**config.mk**
```make
export PLATFORM = sky130hd
export DESIGN_NAME = window_streamer
export DESIGN_NICKNAME = d
export VERILOG_FILES = /design/src/rtl/conv_pkg.sv /design/src/rtl/window_streamer_line_buffer.sv /design/src/rtl/window_streamer.sv
export SDC_FILE = /design/constraint.sdc
export NUM_CORES = 2
export LEC_CHECK = 0
export CORE_MARGIN = 8
export CORE_UTILIZATION = 39
export DETAILED_ROUTE_END_ITERATION = 6
export MAX_ROUTING_LAYER = met4
export PLACE_DENSITY = 0.56
export SYNTH_ARGS = -nofsm -noshare
export SYNTH_HDL_FRONTEND = slang
export SYNTH_MEMORY_MAX_BITS = 65536
export SYNTH_SLANG_ARGS = --single-unit
```
**constraint.sdc**
```tcl
create_clock -name clk -period 292 [get_ports clk]
set_clock_uncertainty 0.05 [all_clocks]
set_input_delay 29.2 -clock clk [delete_from_list [all_inputs] [get_ports clk]]
set_output_delay 29.2 -clock clk [all_outputs]
set_load 0.02 [all_outputs]
```
**src/rtl/conv_pkg.sv**
```systemverilog
// Shared definitions for the window streamer: default element width and the
// frame-tracking state encoding.
package conv_pkg;

  localparam int DATA_WIDTH_DEFAULT = 32;

  // FILL: no window pending yet in this frame
  // RUN : windows being produced
  // LAST: the frame's final window is pending
  typedef enum logic [1:0] {
    FILL = 2'd0,
    RUN  = 2'd1,
    LAST = 2'd2
  } state_t;

endpackage

```
**src/rtl/window_streamer_line_buffer.sv**
```systemverilog
// One image row of delay: a DEPTH-deep shift register that advances once per
// accepted pixel, so o_data is the pixel one row above the incoming one.
// Contents are intentionally not reset.
module line_buffer
  import conv_pkg::*;
#(
  parameter int DATA_WIDTH = DATA_WIDTH_DEFAULT,
  parameter int DEPTH      = 32
) (
  input  logic                  i_clk,
  input  logic                  i_en,
  input  logic [DATA_WIDTH-1:0] i_data,
  output logic [DATA_WIDTH-1:0] o_data
);

  logic [DATA_WIDTH-1:0] r_mem [DEPTH];

  // Shift one element per accepted pixel; the oldest falls out the far end
  always_ff @(posedge i_clk) begin
    if (i_en) begin
      r_mem[0] <= i_data;
      for (int k = 1; k < DEPTH; k++) begin
        r_mem[k] <= r_mem[k-1];
      end
    end
  end

  assign o_data = r_mem[DEPTH-1];

endmodule

```
**src/rtl/window_streamer.sv**
```systemverilog
// Sliding F x F window generator over a raster-order pixel stream.
// Optional feature: define WINDOW_STREAMER_POS_EN to add win_row/win_col,
// the top-left coordinate of the window currently presented.
//
// Handshake: a pixel moves when pixel_valid && pixel_ready, a window moves
// when window_valid && window_ready. window/window_valid are registered and
// held while window_valid && !window_ready; pixel_ready is simply
// !window_valid || window_ready, so a stalled window stalls the pixel input.
module window_streamer
  import conv_pkg::*;
#(
  parameter int DATA_WIDTH = DATA_WIDTH_DEFAULT,
  parameter int H          = 32,
  parameter int W          = 32,
  parameter int F          = 5
) (
  input  logic                        clk,
  input  logic                        reset,
  input  logic [DATA_WIDTH-1:0]       pixel_in,
  input  logic                        pixel_valid,
  output logic                        pixel_ready,
  output logic [0:F*F*DATA_WIDTH-1]   window,
  output logic                        window_valid,
  input  logic                        window_ready,
  output logic                        frame_done,
`ifdef WINDOW_STREAMER_POS_EN
  output logic [$clog2(H)-1:0]        win_row,
  output logic [$clog2(H)-1:0]        win_col,
`endif
  output logic [1:0]                  dbg_state
);

  localparam int RW    = (H > 1) ? $clog2(H) : 1;
  localparam int CW    = (W > 1) ? $clog2(W) : 1;
  localparam int WIN_W = F * F * DATA_WIDTH;

  localparam logic [RW-1:0] ROW_FIRST = RW'(F - 1);
  localparam logic [RW-1:0] ROW_LAST  = RW'(H - 1);
  localparam logic [CW-1:0] COL_FIRST = CW'(F - 1);
  localparam logic [CW-1:0] COL_LAST  = CW'(W - 1);

  state_t                r_state;
  logic [RW-1:0]         r_row;
  logic [CW-1:0]         r_col;
  logic                  r_window_valid;
  logic [0:WIN_W-1]      r_window;
  // The F-1 most recent columns of the window, column F-2 being the newest
  logic [DATA_WIDTH-1:0] r_sr [F][F-1];
`ifdef WINDOW_STREAMER_POS_EN
  logic [RW-1:0]         r_win_row;
  logic [RW-1:0]         r_win_col;
`endif

  logic [DATA_WIDTH-1:0] w_lb_out [F-1];
  logic [DATA_WIDTH-1:0] w_col [F];
  logic [0:WIN_W-1]      w_window_next;
  logic                  w_pix_xfer;
  logic                  w_win_xfer;
  logic                  w_eligible;
  logic                  w_last_pix;

  assign pixel_ready = !r_window_valid || window_ready;
  assign w_pix_xfer  = pixel_valid && pixel_ready;
  assign w_win_xfer  = r_window_valid && window_ready;
  assign w_eligible  = w_pix_xfer && (r_row >= ROW_FIRST) && (r_col >= COL_FIRST);
  assign w_last_pix  = (r_row == ROW_LAST) && (r_col == COL_LAST);

  // Cascade of row delays: buffer k outputs the pixel k+1 rows above
  for (genvar k = 0; k < F - 1; k++) begin : g_lb
    logic [DATA_WIDTH-1:0] w_lb_in;
    if (k == 0) begin : g_head
      assign w_lb_in = pixel_in;
    end else begin : g_chain
      assign w_lb_in = w_lb_out[k-1];
    end
    line_buffer #(
      .DATA_WIDTH (DATA_WIDTH),
      .DEPTH      (W)
    ) u_lb (
      .i_clk  (clk),
      .i_en   (w_pix_xfer),
      .i_data (w_lb_in),
      .o_data (w_lb_out[k])
    );
  end

  // Newest window column: top row from the deepest buffer, bottom row is the live pixel
  always_comb begin
    for (int i = 0; i < F - 1; i++) begin
      w_col[i] = w_lb_out[F-2-i];
    end
    w_col[F-1] = pixel_in;
  end

  // Assemble the candidate window: stored columns on the left, new column on the right
  always_comb begin
    w_window_next = '0;
    for (int i = 0; i < F; i++) begin
      for (int j = 0; j < F - 1; j++) begin
        w_window_next[(i*F+j)*DATA_WIDTH +: DATA_WIDTH] = r_sr[i][j];
      end
      w_window_next[(i*F+F-1)*DATA_WIDTH +: DATA_WIDTH] = w_col[i];
    end
  end

  // Column history shifts on every accepted pixel; no reset needed
  always_ff @(posedge clk) begin
    if (w_pix_xfer) begin
      for (int i = 0; i < F; i++) begin
        for (int j = 0; j < F - 2; j++) begin
          r_sr[i][j] <= r_sr[i][j+1];
        end
        r_sr[i][F-2] <= w_col[i];
      end
    end
  end

  // Position counters, window register and its valid flag
  always_ff @(posedge clk) begin
    if (reset) begin
      r_row          <= '0;
      r_col          <= '0;
      r_window_valid <= 1'b0;
      r_window       <= '0;
`ifdef WINDOW_STREAMER_POS_EN
      r_win_row      <= '0;
      r_win_col      <= '0;
`endif
    end else begin
      if (w_pix_xfer) begin
        if (r_col == COL_LAST) begin
          r_col <= '0;
          r_row <= (r_row == ROW_LAST) ? '0 : r_row + 1'b1;
        end else begin
          r_col <= r_col + 1'b1;
        end
      end
      if (w_eligible) begin
        r_window_valid <= 1'b1;
        r_window       <= w_window_next;
`ifdef WINDOW_STREAMER_POS_EN
        r_win_row      <= r_row - ROW_FIRST;
        r_win_col      <= RW'(r_col - COL_FIRST);
`endif
      end else if (w_win_xfer) begin
        r_window_valid <= 1'b0;
      end
    end
  end

  // Frame progress: waiting for the first window, producing, final window pending
  always_ff @(posedge clk) begin
    if (reset) begin
      r_state <= FILL;
    end else begin
      case (r_state)
        FILL:    if (w_eligible) r_state <= w_last_pix ? LAST : RUN;
        RUN:     if (w_eligible && w_last_pix) r_state <= LAST;
        LAST:    if (w_win_xfer) r_state <= FILL;
        default: r_state <= FILL;
      endcase
    end
  end

  assign window       = r_window;
  assign window_valid = r_window_valid;
  assign frame_done   = (r_state == LAST) && w_win_xfer;
  assign dbg_state    = r_state;
`ifdef WINDOW_STREAMER_POS_EN
  assign win_row      = r_win_row;
  assign win_col      = r_win_col;
`endif

endmodule

```
---- Yosys cells after proc, flatten, opt, wreduce, memory -nomap -nowiden ----
Memories as Yosys holds them, arrays and structs flattened.
Cells that the tools add are included.
cells by class
  order comparisons ....................... 2
  equality and inequality tests ........... 7
  add/subtract/negate cells ............... 2
  reduce and logical (&&, ||, !) cells .... 13
  muxes and demuxes ....................... 11
operators by type and width
  operator                                                                              number
  5-bit by 1-bit adder with 5-bit output (second input constant)                        2
  5-bit == test (second input constant)                                                 2
  5-bit by 3-bit greater-or-equal comparator with 1-bit output (second input constant)  2
  5-bit two-way mux                                                                     2
  2-bit two-way mux                                                                     4
  1-bit logical AND                                                                     7
  2-bit inequality test (second input constant)                                         3
  2-bit one-hot mux with 3 select lines                                                 1
  1-bit two-way mux                                                                     4
  3-bit AND reduction                                                                   1
  2-bit by 1-bit == test with 1-bit output (second input constant)                      1
  2-bit == test (second input constant)                                                 1
  2-bit zero test                                                                       1
  2-bit AND reduction                                                                   1
  2-bit nonzero test                                                                    1
  1-bit zero test                                                                       1
  1-bit logical OR                                                                      1
word-level totals
  memories kept ........................... 5
  output and inout bits ................... 805
  memory bits (writable) .................. 4736
  word-level logic and storage cells ...... 45
  register bits ........................... 813
memory list
  memory              words  width  rd ports  clocked after memory_dff  wr ports  RTL line                           source
  g_lb[0].u_lb.r_mem  32     32     32        0                         32        window_streamer_line_buffer.sv:16  logic [DATA_WIDTH-1:0] r_mem [DEPTH];
  g_lb[1].u_lb.r_mem  32     32     32        0                         32        window_streamer_line_buffer.sv:16
  g_lb[2].u_lb.r_mem  32     32     32        0                         32        window_streamer_line_buffer.sv:16
  g_lb[3].u_lb.r_mem  32     32     32        0                         32        window_streamer_line_buffer.sv:16
  r_sr                5      128    5         0                         5         window_streamer.sv:48              logic [DATA_WIDTH-1:0] r_sr [F][F-1];

---- Depth between registers and ports, before layout ----
  depth after elaboration ................. 8
  depth in mapped cells ................... 8

---- By module ----
A second synthesis with hierarchy kept.
second synthesis, totals
  cells, all modules ...................... 8417
  area, all modules ....................... 176266.6 um2
modules (own cells, without submodules)
  module           instances  area an instance (um2)  cells each
  line_buffer      4          30989.7                 1056
  window_streamer  1          52307.7                 4193

---- Least setup slack after synthesis ----
No wires, ideal clock.
  path type ............................... input to register
  from .................................... input port pixel_valid
  to ...................................... memory g_lb[0].u_lb.r_mem[0][0] (netlist bit), enable pin
  data arrival time ....................... 204.008 ns
  cell stages on the path ................. 2
  path buffers ............................ 0
  setup time .............................. 8.954 ns
  slack ................................... 78.989 ns
  required time ........................... 282.996 ns
  path through ............................ clkinv_1 nor2_1
RTL lines
  item                RTL line                           source
  start: declaration  window_streamer.sv:20              input logic pixel_valid,
  end: declaration    window_streamer_line_buffer.sv:16

---- Final worst setup path ----
  from .................................... input port window_ready
  to ...................................... output port pixel_ready
between the ends
  longest elaborated chain between the ends .. 1
RTL lines
  item                RTL line               source
  start: declaration  window_streamer.sv:24  input logic window_ready,
  1-bit logical OR    window_streamer.sv:62  assign pixel_ready = !r_window_valid || window_ready;
  end: declaration    window_streamer.sv:21  output logic pixel_ready,
No other way between the ends.

==> metrics <==
status complete, no violations; sequential element share of the synthesized area 89.5%; hold slack 0.337 ns; Final period util 20.8%; core box area 409000 um2; H-tree levels 6; CTS tree done; area post-placement 174000 um2; # DRC 0; Crit Path Class primary input to output pin; Placed Cells 13900; Fillers 34000; DP HPWL 177 mm; CTS resizes 0; Synth Net Count 7819; worst-path cell chain clkdlybuf4s50_1 > nor2b_1 > inv_2 > clkdlybuf4s50_1; Synth top cells by count edfxtp_1 (4224), nand2_1 (1601), dfxtp_1 (813); VDD IR max 5.79 uV; share of layout cells above drive strength 1 8.90%; total gr overflow 0; GRT Total Usage 13.4%; Clk pwr share 43.3%; final hold vios 0; drt wl/cell 19.6 um; CTS sink cnt 5037; Leakage 63.4 nW; Largest stage delay, worst path 0.79 ns; Max Freq 0.0164 GHz; Worst Hold Class register to register; worst hold path depth 0; IO Pins 841; Cell variety after synth 33; total power draw 1.50 mW; largest net degree at the start of global routing 209; die area 431000 um2; vias in the first global route 67500; Post-synth top flop edfxtp_1; fin cells 14800; Post-CTS Hold Buffers 0; Die Y 656 um; most used cell, CP clkdlybuf4s50_1; Max-Cap Viols 0; worst reg2reg path depth 11; Post-CTS Setup Repair Bufs 0; min cycle time layout 60.85 ns; ys async rst share 0%; Final setup viols 0; Placement Setup Slack 231.09 ns; Crit-path slowest cell nor2b_1; area growth from synthesis to layout 19.1%; Net Switching 0.305 mW; initial antenna violation count 16; final WL 290 mm; IO Port Bufs 840; crit path max fanout 13; starting density of the core 39.1%; CP Data Required Time 262.75 ns; cell taking the most area after synthesis edfxtp_1; Worst Tran Pin Value 1.31 ns; yosys warns 0; first-pass GRT wire length 433 mm; remaining antenna violation count 0; via/cell ratio 4.53; total negative setup slack 0 ns; synth top area cells edfxtp_1 (79%), dfxtp_1 (10%), mux2i_1 (5.0%); clock-pin slew on the worst setup and hold paths 0.06 ns; nets 8988; fin. max-slew vios 0; RSZ-0062 raised after global routing no; std cell rows 235; cell area after synthesis 160000 um2; initial drt markers 5980; EDFF count, synth 4224; Pwr Density 7.85 nW/um2; sequential share of power 55.5%; top-count cell post-synth edfxtp_1; Clk Latency, worst-skew pair 1.02 ns; Comb power frac 1.3%; Die W 656 um; number of synthesized register bits 5037; synthesized area per cell 20.6 um2; global placer's final weighted congestion 0.835; Vias 67100; top cell type's share of synthesized area 79.3%; WP data arrival 31.60 ns; total CTS buffers 521; relative slew slack 13.0%; setup ws final 231.15 ns; fin util 46.6%; post-route design area 191000 um2; CTS root buf clkbuf_16; Setup crit start kind primary input; Mapped Cells 7777; Sw Ratio 20.4%; CP Capture Type output pin; clock tree buffer depth 4; Int Power 1.19 mW; first drt pass iteration count 6
==> kinds of logic (layout without fill, tap and decap cells) <==
| group | Yosys count | in the layout | share of synthesized area (%) |
|---|---|---|---|
| adder cells (fa/ha/maj) | 6 | 6 | 0.0469 |
| buffers and inverters | 280 | 1869 | 1.50 |
| AND/OR/NAND/NOR | 1631 | 1631 | 3.88 |
| AO/OA/AOI/OAI | 23 | 23 | 0.101 |
| multiplexers | 800 | 800 | 5.01 |
| other | 0 | 5 | 0 |
| flip-flops | 5037 | 5037 | 89.5 |
==> state kept, by name, indices dropped and copies added (netlist names) <==
register	flops
g_lb.u_lb.r_mem	3841
window_valid	1
window	800
r_row	5
r_col	5
dbg_state	2
r_sr	383
==> layout make-up <==
type                       count  area (um2)  area share (%)
inverter                       8        37.5          0.0197
multi-input combinational   2460       14500            7.59
antenna                        5        12.5         0.00657
sequential                  5037      143000            75.1
tap                         5451        6820            3.58
clock inverter               269        2980            1.57
clock buffer                 674       14000            7.37
timing repair buffer         918        9090            4.77
==> metal layers <==
layer  vias to the layer above  global-route usage (%)  share of wire [%]
met1                     33800                    16.4                 41
met3                       527                    3.87                6.7
met4                         0                    4.05                2.8
met2                      1513                    21.6                 49
li1                      31300                       -                  -
met5                         -                       -                  0
==> power groups by stage <==
stage | logic (mW) | clock network, mW | registers [mW]
after global routing | 0.0212 | 0.698 | 0.833
final | 0.0187 | 0.648 | 0.830
after floorplan | 0.0133 | 0 | 1.01
after global placement | 0.0188 | 0 | 0.845
after CTS | 0.0194 | 0.671 | 0.831
after detailed placement | 0.0194 | 0 | 0.846
==> cell usage in the layout, fill, tap and decap left out, types with 5 or more instances in the layout <==
master,Yosys,layout
dfxtp_1,813,813
bufinv_16,0,29
inv_16,0,18
mux2i_1,800,800
clkinv_1,1,83
edfxtp_1,4224,4224
clkbuf_16,0,525
nand2_1,1601,1601
inv_1,6,5
nand3_1,5,5
clkinvlp_4,0,15
buf_4,2,73
clkinv_2,0,74
clkbuf_8,0,34
inv_6,0,12
ha_1,6,6
buf_12,78,8
clkbuf_1,180,115
clkinv_16,0,20
a21oi_1,8,8
diode_2,0,5
clkdlybuf4s50_1,0,837
clkinv_4,0,7
clkinv_8,0,12
==> final timing paths <==
path,start,end,slack (ns)
worst min register to register,g_lb[1].u_lb.r_mem[0][171],g_lb[1].u_lb.r_mem[0][203],0.34
worst max-delay path,window_ready,pixel_ready,231.15
worst min-delay path,g_lb[1].u_lb.r_mem[0][171],g_lb[1].u_lb.r_mem[0][203],0.34
worst max register to register,window_valid,g_lb[2].u_lb.r_mem[0][439],283.02
==> critical path: cells and delay by family <==
kind	cells	cell delay, ns
and+or+nand+nor	1	0.79
buffers and inverters	3	1.59
Note: power is estimated with default switching activity, not from simulation.
